==> src/rtl/mult_pkg.sv <==
// Shared constants for the sequential shift-add multiplier: FSM encoding and
// iteration count.
package mult_pkg;

  localparam logic [1:0] ST_IDLE = 2'd0;
  localparam logic [1:0] ST_RUN  = 2'd1;
  localparam logic [1:0] ST_DONE = 2'd2;

  localparam int MULT_ITER = 8;

endpackage

==> src/rtl/carrySellect8.sv <==
// 8-bit carry-select adder: the low nibble ripples, and the high nibble is
// precomputed for both carry values and then selected by the low carry-out.
module carrySellect8 (
  input  logic [7:0] inp1,
  input  logic [7:0] inp2,
  input  logic       carryIn,
  output logic [7:0] sum,
  output logic       carryOut
);

  logic [4:0] lo;
  logic [4:0] hi0;
  logic [4:0] hi1;

  always_comb begin
    lo  = {1'b0, inp1[3:0]} + {1'b0, inp2[3:0]} + {4'b0, carryIn};
    hi0 = {1'b0, inp1[7:4]} + {1'b0, inp2[7:4]};
    hi1 = {1'b0, inp1[7:4]} + {1'b0, inp2[7:4]} + 5'd1;
  end

  assign sum      = {(lo[4] ? hi1[3:0] : hi0[3:0]), lo[3:0]};
  assign carryOut = lo[4] ? hi1[4] : hi0[4];

endmodule

==> src/rtl/seq_mult8.sv <==
// Sequential 8x8 unsigned shift-add multiplier built around carrySellect8.
// It does one add-and-shift per clock and has a start/busy/done handshake.
module seq_mult8
  import mult_pkg::*;
#(
  parameter int WIDTH = 8,
  parameter int CNT_W = 4
) (
  input  logic               clk,
  input  logic               rst_n,
  input  logic               start,
  input  logic [WIDTH-1:0]   a,
  input  logic [WIDTH-1:0]   b,
  output logic               busy,
  output logic               done,
  output logic [2*WIDTH-1:0] product
);

  localparam logic [CNT_W-1:0] LAST_CNT = CNT_W'(MULT_ITER - 1);

  logic [1:0]       state;
  logic [WIDTH-1:0] acc;
  logic [WIDTH-1:0] mq;
  logic [WIDTH-1:0] mcand;
  logic [CNT_W-1:0] count;

  logic [WIDTH-1:0] addend;
  logic [WIDTH-1:0] sum;
  logic             cout;

  assign addend = mq[0] ? mcand : '0;

  carrySellect8 u_adder (
    .inp1     (acc),
    .inp2     (addend),
    .carryIn  (1'b0),
    .sum      (sum),
    .carryOut (cout)
  );

  // The adder carry-out becomes the new MSB of acc, so nothing is lost on the
  // right shift and the 16-bit product is always exact.
  always_ff @(posedge clk or negedge rst_n) begin
    if (!rst_n) begin
      state   <= ST_IDLE;
      acc     <= '0;
      mq      <= '0;
      mcand   <= '0;
      count   <= '0;
      product <= '0;
    end else begin
      case (state)
        ST_IDLE, ST_DONE: begin
          if (start) begin
            mcand <= a;
            mq    <= b;
            acc   <= '0;
            count <= '0;
            state <= ST_RUN;
          end else begin
            state <= ST_IDLE;
          end
        end
        ST_RUN: begin
          acc   <= {cout, sum[WIDTH-1:1]};
          mq    <= {sum[0], mq[WIDTH-1:1]};
          count <= count + CNT_W'(1);
          if (count == LAST_CNT) begin
            // The product register is loaded on the final iteration, so it
            // holds its value through IDLE even after acc/mq are recaptured.
            product <= {cout, sum, mq[WIDTH-1:1]};
            state   <= ST_DONE;
          end
        end
        default: state <= ST_IDLE;
      endcase
    end
  end

  assign busy = (state == ST_RUN);
  assign done = (state == ST_DONE);

endmodule

==> config.mk <==
export PLATFORM = sky130hd
export DESIGN_NAME = seq_mult8
export DESIGN_NICKNAME = d
export VERILOG_FILES = /design/src/rtl/mult_pkg.sv /design/src/rtl/carrySellect8.sv /design/src/rtl/seq_mult8.sv
export SDC_FILE = /design/constraint.sdc
export NUM_CORES = 1
export LEC_CHECK = 0
export ABC_AREA = 0
export CAP_MARGIN = 5
export CORE_ASPECT_RATIO = 1.2
export CORE_MARGIN = 1
export CORE_UTILIZATION = 30
export DETAILED_ROUTE_END_ITERATION = 16
export PLACE_DENSITY = 0.56
export SYNTH_ARGS = -nofsm -noshare
export SYNTH_HDL_FRONTEND = slang
export SYNTH_SLANG_ARGS = --single-unit
export TNS_END_PERCENT = 30
==> constraint.sdc <==
create_clock -name clk -period 3.1 [get_ports clk]
set_input_delay 0.31 -clock clk [delete_from_list [all_inputs] [get_ports clk]]
set_output_delay 0.31 -clock clk [all_outputs]
set_load 0.02 [all_outputs]
==> results.tsv <==
stage	metric	value	unit
status	status	completed	
drt	drt_pass1_iterations	4	
cells_and_area	antenna_cells	0	
setup_path	start_kind	register	
drt	drc	0	
global_route	grt_overflow_total	0	
cells_and_area	ff_latch_area	0.00115	mm2
place	place.gp.congestion	0.750	
clock_network	clock-sinks	46	
sta	tns	0	ns
global_route	grt_pass1_vias	1650	
sta	hold_violations	0	
global_route	grt_usage	13.7	%
clock_network	clockBufferDepth	2	
setup_path	critPathMaxFanout	9	
run	maxCapViolations	0	
sta	worstMarginPinSlew	1.01	ns
global_route	antenna_found_initial	0	
setup_path	arrival	2.51	ns
clock_network	h-tree-depth	2	
setup_path	crit_required	3.28	ns
floorplanning	io_pins	37	
power	sequentialPowerShare	39.1	%
synth	syn_inst	224	
cells_and_area	fin_nets	294	
sta	rsz0062_at_grt	no	
clock_network	cts_resized	0	
synth	synth_cell_types	35	
floorplanning	fp.dieW	79.5	um
synth	ys_seq_area_share	53.3	%
synth	synth_nets	255	
clock_network	cts_inserted_buffers	5	
sta	min_period	2.33	ns
drt	viasPerCell	4.60	
power	internal-power	1.61	mW
power	power_switching	1.09	mW
cells_and_area	n_fill_cell	672	
clock_network	clk-insertion-delay-late	0.30	ns
floorplanning	start_util	31.3	%
sta	clock.fmax	429	MHz
synth	synth-seq-cells	46	
sta	final.setup_skew	0.00518	ns
setup_path	crit_type	reg -> reg	
worst_hold_path	hold_path.class	in -> async	
setup_path	rr_worst_depth	9	
cells_and_area	layout_commonest_cell	nand2_1	
setup_path	slowest_delay	0.45	ns
drt	avgRoutedWirePerCell	13.1	um
global_route	grt_max_degree	47	
clock_network	postCtsSetupBuffers	0	
sta	finalSetupViolCount	0	
clock_network	tritoncts	done	
setup_path	cp_cell_sequence	and2_1 > ha_1 > inv_1 > fa_1 > nand2b_1 > a21oi_2 > nor4b_2 > xor2_1 > o21ai_1	
power	peakVddDrop	0.388	mV
floorplanning	core_region_area	0.00690	mm2
floorplanning	die_y	95.0	um
synth	syn_area	0.00216	mm2
setup_path	cp-end-kind	register	
synth	avgSynthCellArea	9.65	um2
drt	ant_nets	0	
power	switching_share	40.3	%
global_route	grt_pass1_wl	7800	um
drt	num_vias	1610	
clock_network	clk_pin_slew_worst_paths	0.08	ns
sta	drv_slew	0	
sta	post-route-period-util	75.3	%
cells_and_area	multi_input_area	955	um2
power	powerDensity	1000	mW/mm2
power	p_total	2.70	mW
power	clock_power_share	13.0	%
clock_network	cts_hold_buf	0	
drt	finalWirelength	4580	um
clock_network	cts-root-buf	clkbuf_8	
power	p_leak	1.27	nW
place	dpl.hpwl	3280	um
place	buffer_ports.inserted	36	
drt	drt_iter0_drc	46	
floorplanning	rows	33	
power	share_comb_of_total_power	47.9	%
cells_and_area	final_cell_mix	nand2_1, dfrtp_1, clkdlybuf4s50_1, o21ai_1, ha_1	
sta	slew_headroom	32.8	%
floorplanning	dieArea	0.00755	mm2
cells_and_area	areaGrowthSynthToFinish	24.7	%
synth	ys.warnings.count	0	
setup_path	cp_slowest_cell	dfrtp_1	
cells_and_area	drive_gt1_share	7.22	%
power by group through the flow:
stage | Clock, mW | Combinational, mW | Sequential, mW
after floorplan | 0 | 0.761 | 1.15
after global placement | 0 | 1.28 | 1.06
after detailed placement | 0 | 1.31 | 1.07
after CTS | 0.367 | 1.31 | 1.06
after global routing | 0.387 | 1.46 | 1.10
final | 0.352 | 1.29 | 1.06
worst paths after layout:
path,startpoint,endpoint,slack (ns)
worst max-delay path,mq[0],product[15],0.77
worst min-delay path,rst_n,product[15],0.17
worst max register to register,mq[0],product[15],0.77
worst min register to register,mcand[2],mcand[2],0.47
max in group asynchronous,rst_n,mcand[7],2.30
min in group clk,mcand[2],mcand[2],0.47
logic make-up (layout without fill, tap and decap cells):
| kind of cell | count (synthesis) | in the layout | synth area share, % |
|---|---|---|---|
| fa+ha+maj | 12 | 12 | 7.64 |
| xor+xnor | 7 | 7 | 3.18 |
| compound gates | 32 | 32 | 9.50 |
| simple gates | 111 | 111 | 22.4 |
| flops | 46 | 46 | 53.3 |
| buf+inv | 13 | 52 | 2.55 |
| mux | 3 | 3 | 1.51 |
stage by stage:
step,area (um2),std cells,utilization [%],hold slack [ns],worst slack (ns)
CTS,2700,350,39.1,0.230,0.745
floorplan,2160,224,-,0.0144,0.986
global route,2700,350,39.1,0.272,0.523
finish,2700,350,39.1,0.168,0.767
detailed placement,2620,343,37.9,0.455,0.751
global placement,2620,343,37.9,0.453,0.829
cell type report:
cell class	count	share of cell area (%)
clock inverter	1	0.279
inverter	6	0.836
clock buffer	6	2.69
timing repair buffer	39	14.0
sequential	46	42.7
multi-input combinational	165	35.4
tap	87	4.04
registers in the layout, summed over array words and instances (netlist names):
register	cells
mcand	8
acc	8
state	2
product	16
mq	8
count	4
worst max-delay path: cells and delay by family (launching register included):
family / cells / cell delay [ns]
buf+inv: 1 / 0.05
fa+ha+maj: 2 / 0.54
simple gates: 3 / 0.61
xor+xnor: 1 / 0.22
flops: 1 / 0.45
compound gates: 2 / 0.33
synth_stat cells (all sizes together):
cell type	instances	area, um2
a22o	5	43.8
nand2b	3	21.3
buf	4	21.3
inv	5	18.8
clkbuf	3	11.3
fa	2	40.0
a21oi	6	33.8
clkinv	1	3.75
and3	1	6.26
nor4b	1	15.0
nand3	2	10.0
a22oi	8	60.1
dfrtp	46	1150
or2	1	6.26
nor2b	2	12.5
a21o	1	7.51
nand2	84	315
and2	7	43.8
xor2	3	33.8
mux2i	1	10.0
o21ai	12	60.1
nor2	8	40.0
ha	10	125
xnor2	4	35.0
nand4	2	12.5
mux2	2	22.5
layer usage:
metal  part of all wire [%]  GRT usage [%]  wire (um)
met1                     47           18.0       2180
met2                     48           22.2       2210
met3                    3.1           3.29        142
met4                    1.0           4.09         48
met5                      0              0          0
(Power assumes the default switching activity.)
==> RTL change: new RTL, same flow settings <==
Add an input register stage for `start`, `a` and `b`, without a reset; this delays them by one clock.
--- a/src/rtl/seq_mult8.sv
+++ b/src/rtl/seq_mult8.sv
@@ -17,6 +17,16 @@
 );
 
   localparam logic [CNT_W-1:0] LAST_CNT = CNT_W'(MULT_ITER - 1);
+
+  logic start_q;
+  logic [WIDTH-1:0] a_q;
+  logic [WIDTH-1:0] b_q;
+
+  always_ff @(posedge clk) begin
+    start_q <= start;
+    a_q     <= a;
+    b_q     <= b;
+  end
 
   logic [1:0]       state;
   logic [WIDTH-1:0] acc;
@@ -51,9 +61,9 @@
     end else begin
       case (state)
         ST_IDLE, ST_DONE: begin
-          if (start) begin
-            mcand <= a;
-            mq    <= b;
+          if (start_q) begin
+            mcand <= a_q;
+            mq    <= b_q;
             acc   <= '0;
             count <= '0;
             state <= ST_RUN;
Function: changed (Yosys sat finds a counterexample within 4 cycles, from zero or initial values and one cycle with rst_n low).
==> RTL change against the original RTL <==
Cell area grew 17%; sequential share of layout area grew 4.6 points; power grew 15%; worst setup slack lost 0.056 ns; sequential cell count grew 17; highest routed layer unchanged; area after synthesis grew 16%; largest power group is now sequential cells; first-iteration DRC count grew 100%; routed wire length grew 5.4%; via count grew 9.4%; sequential power grew 18%.
==> RTL change: results (changes against the original RTL) <==
* Final routed wire length divided by cell count at 12.5 um (-4.1%)
* GRT Overall Usage at 12.4% (-1.3 points)
* Count of filler cells inserted in the layout at 826 (+23%)
* Standard cell area after detailed placement at 0.00296 mm2 (+13%)
* Most used standard cells in the synthesized netlist: sky130_fd_sc_hd__nand2_1 (85), sky130_fd_sc_hd__dfrtp_1 (46), sky130_fd_sc_hd__dfxtp_1 (17)
* Final Total Pwr at 3.09 mW (+15%)
* Largest fanout on the critical path at 17 (+8)
* Slowest cell on the critical path: sky130_fd_sc_hd__clkdlybuf4s50_1
* CP Data Arrival Time at 2.08 ns (-0.43 ns)
* Largest cells by area after synthesis: sky130_fd_sc_hd__dfrtp_1 (46%), sky130_fd_sc_hd__dfxtp_1 (14%), sky130_fd_sc_hd__nand2_1 (13%)
* X dimension of the die at 85.5 um (+7.5%)
* Count of nets after finishing at 316 (+7.5%)
* Area growth from synthesis to layout at 25.6%
* Run status: complete, no violations
* Share of synthesized flip-flops with an asynchronous set or reset at 73.0% (-27 points)
* Setup slack after placement at 0.763 ns (+0.0121 ns)
* Share of final layout cell area taken by non-clock buffers at 11.8% (-2.3 points)
* Detail Route met2 WL at 2.40 mm (+8.4%)
* Clock Latency Late Sink at 0.34 ns (+0.04 ns)
* Clock buffer cells at 10 (+4)
* Post-Synthesis Net Count at 275 (+7.8%)
* Static leakage at 1.47 nW (+16%)
* Synth cell types at 33 (-5.7%)
* Amount of wire on met3 after detailed routing at 159 um (+12%)
* Non-clk invs at 6 (unchanged)
* DP Wirelength at 3.36 mm (+2.2%)
* Number of standard cells in the final layout excluding fillers at 385 (+10%)
* Number of synthesized register bits at 63 (+37%)
* Fraction of power spent switching nets at 36.4% (-4.0 points)
* Power in combinational cells at 1.17 mW (-9%)
* Part of the total power dissipated in sequential elements at 40.5% (+1.4 points)
* Met1 Resource Use GR at 14.7% (-3.3 points)
* Vias in the first global route at 1744 (+5.7%)
* Worst clock skew on the final layout at 0.00828 ns (+0.00310 ns)
* Total area of multi-input combinational cells at 957 um2 (+0.26%)
* Met1 routed wirelength after detailed routing at 2.17 mm (-0.28%)
* Number of clock buffers inserted by TritonCTS at 9 (+4)
* Transition time of the tightest slew-check pin at 1.02 ns (+0.0126 ns)
* Non-clock buffer count at 38 (-2.6%)
* Multi-input gate count at 167 (+1.2%)
* Number of vias after detailed routing at 1762 (+9.4%)
* Wire length of the first global-routing pass at 8.11 mm (+4.0%)
* Clock network area share at 6.00% (+3.0 points)
* Gate family responsible for the most delay along the worst path: buffers and inverters
* Worst IR Drop VDD at 0.251 mV (-35%)
* Share of layout cells above drive strength 1 at 9.31% (+2.1 points)
* Violation count after the first detailed-route iteration at 94 (+100%)
* Max H-tree Level at 3 (+1)
-- RTL change: final timing paths --
check	start	to	slack (ns)	cells after the start
setup / recovery	state[1]$_DFFE_PN0P_	busy	0.71	3
hold / removal	rst_n	product[2]$_DFFE_PN0P_	0.14	1
setup reg to reg	mq[0]$_DFFE_PN0P_	acc[7]$_DFFE_PN0P_	0.79	9
hold reg to reg	a_q[0]$_DFF_P_	mcand[0]$_DFFE_PN0P_	0.41	2
max in group asynchronous	rst_n	acc[6]$_DFFE_PN0P_	2.31	1
min in group clk	b[3]	b_q[3]$_DFF_P_	0.41	1
-- RTL change: cells by family after synthesis --
logic type               Yosys count  synth area share [%]
AO/OA/AOI/OAI                     33                  8.23
buffers and inverters             14                  2.35
XOR/XNOR                           7                  2.75
adder cells (fa/ha/maj)           12                  6.59
multiplexers                       2                 0.848
AND/OR/NAND/NOR                  113                  19.8
flip-flops                        63                  59.5
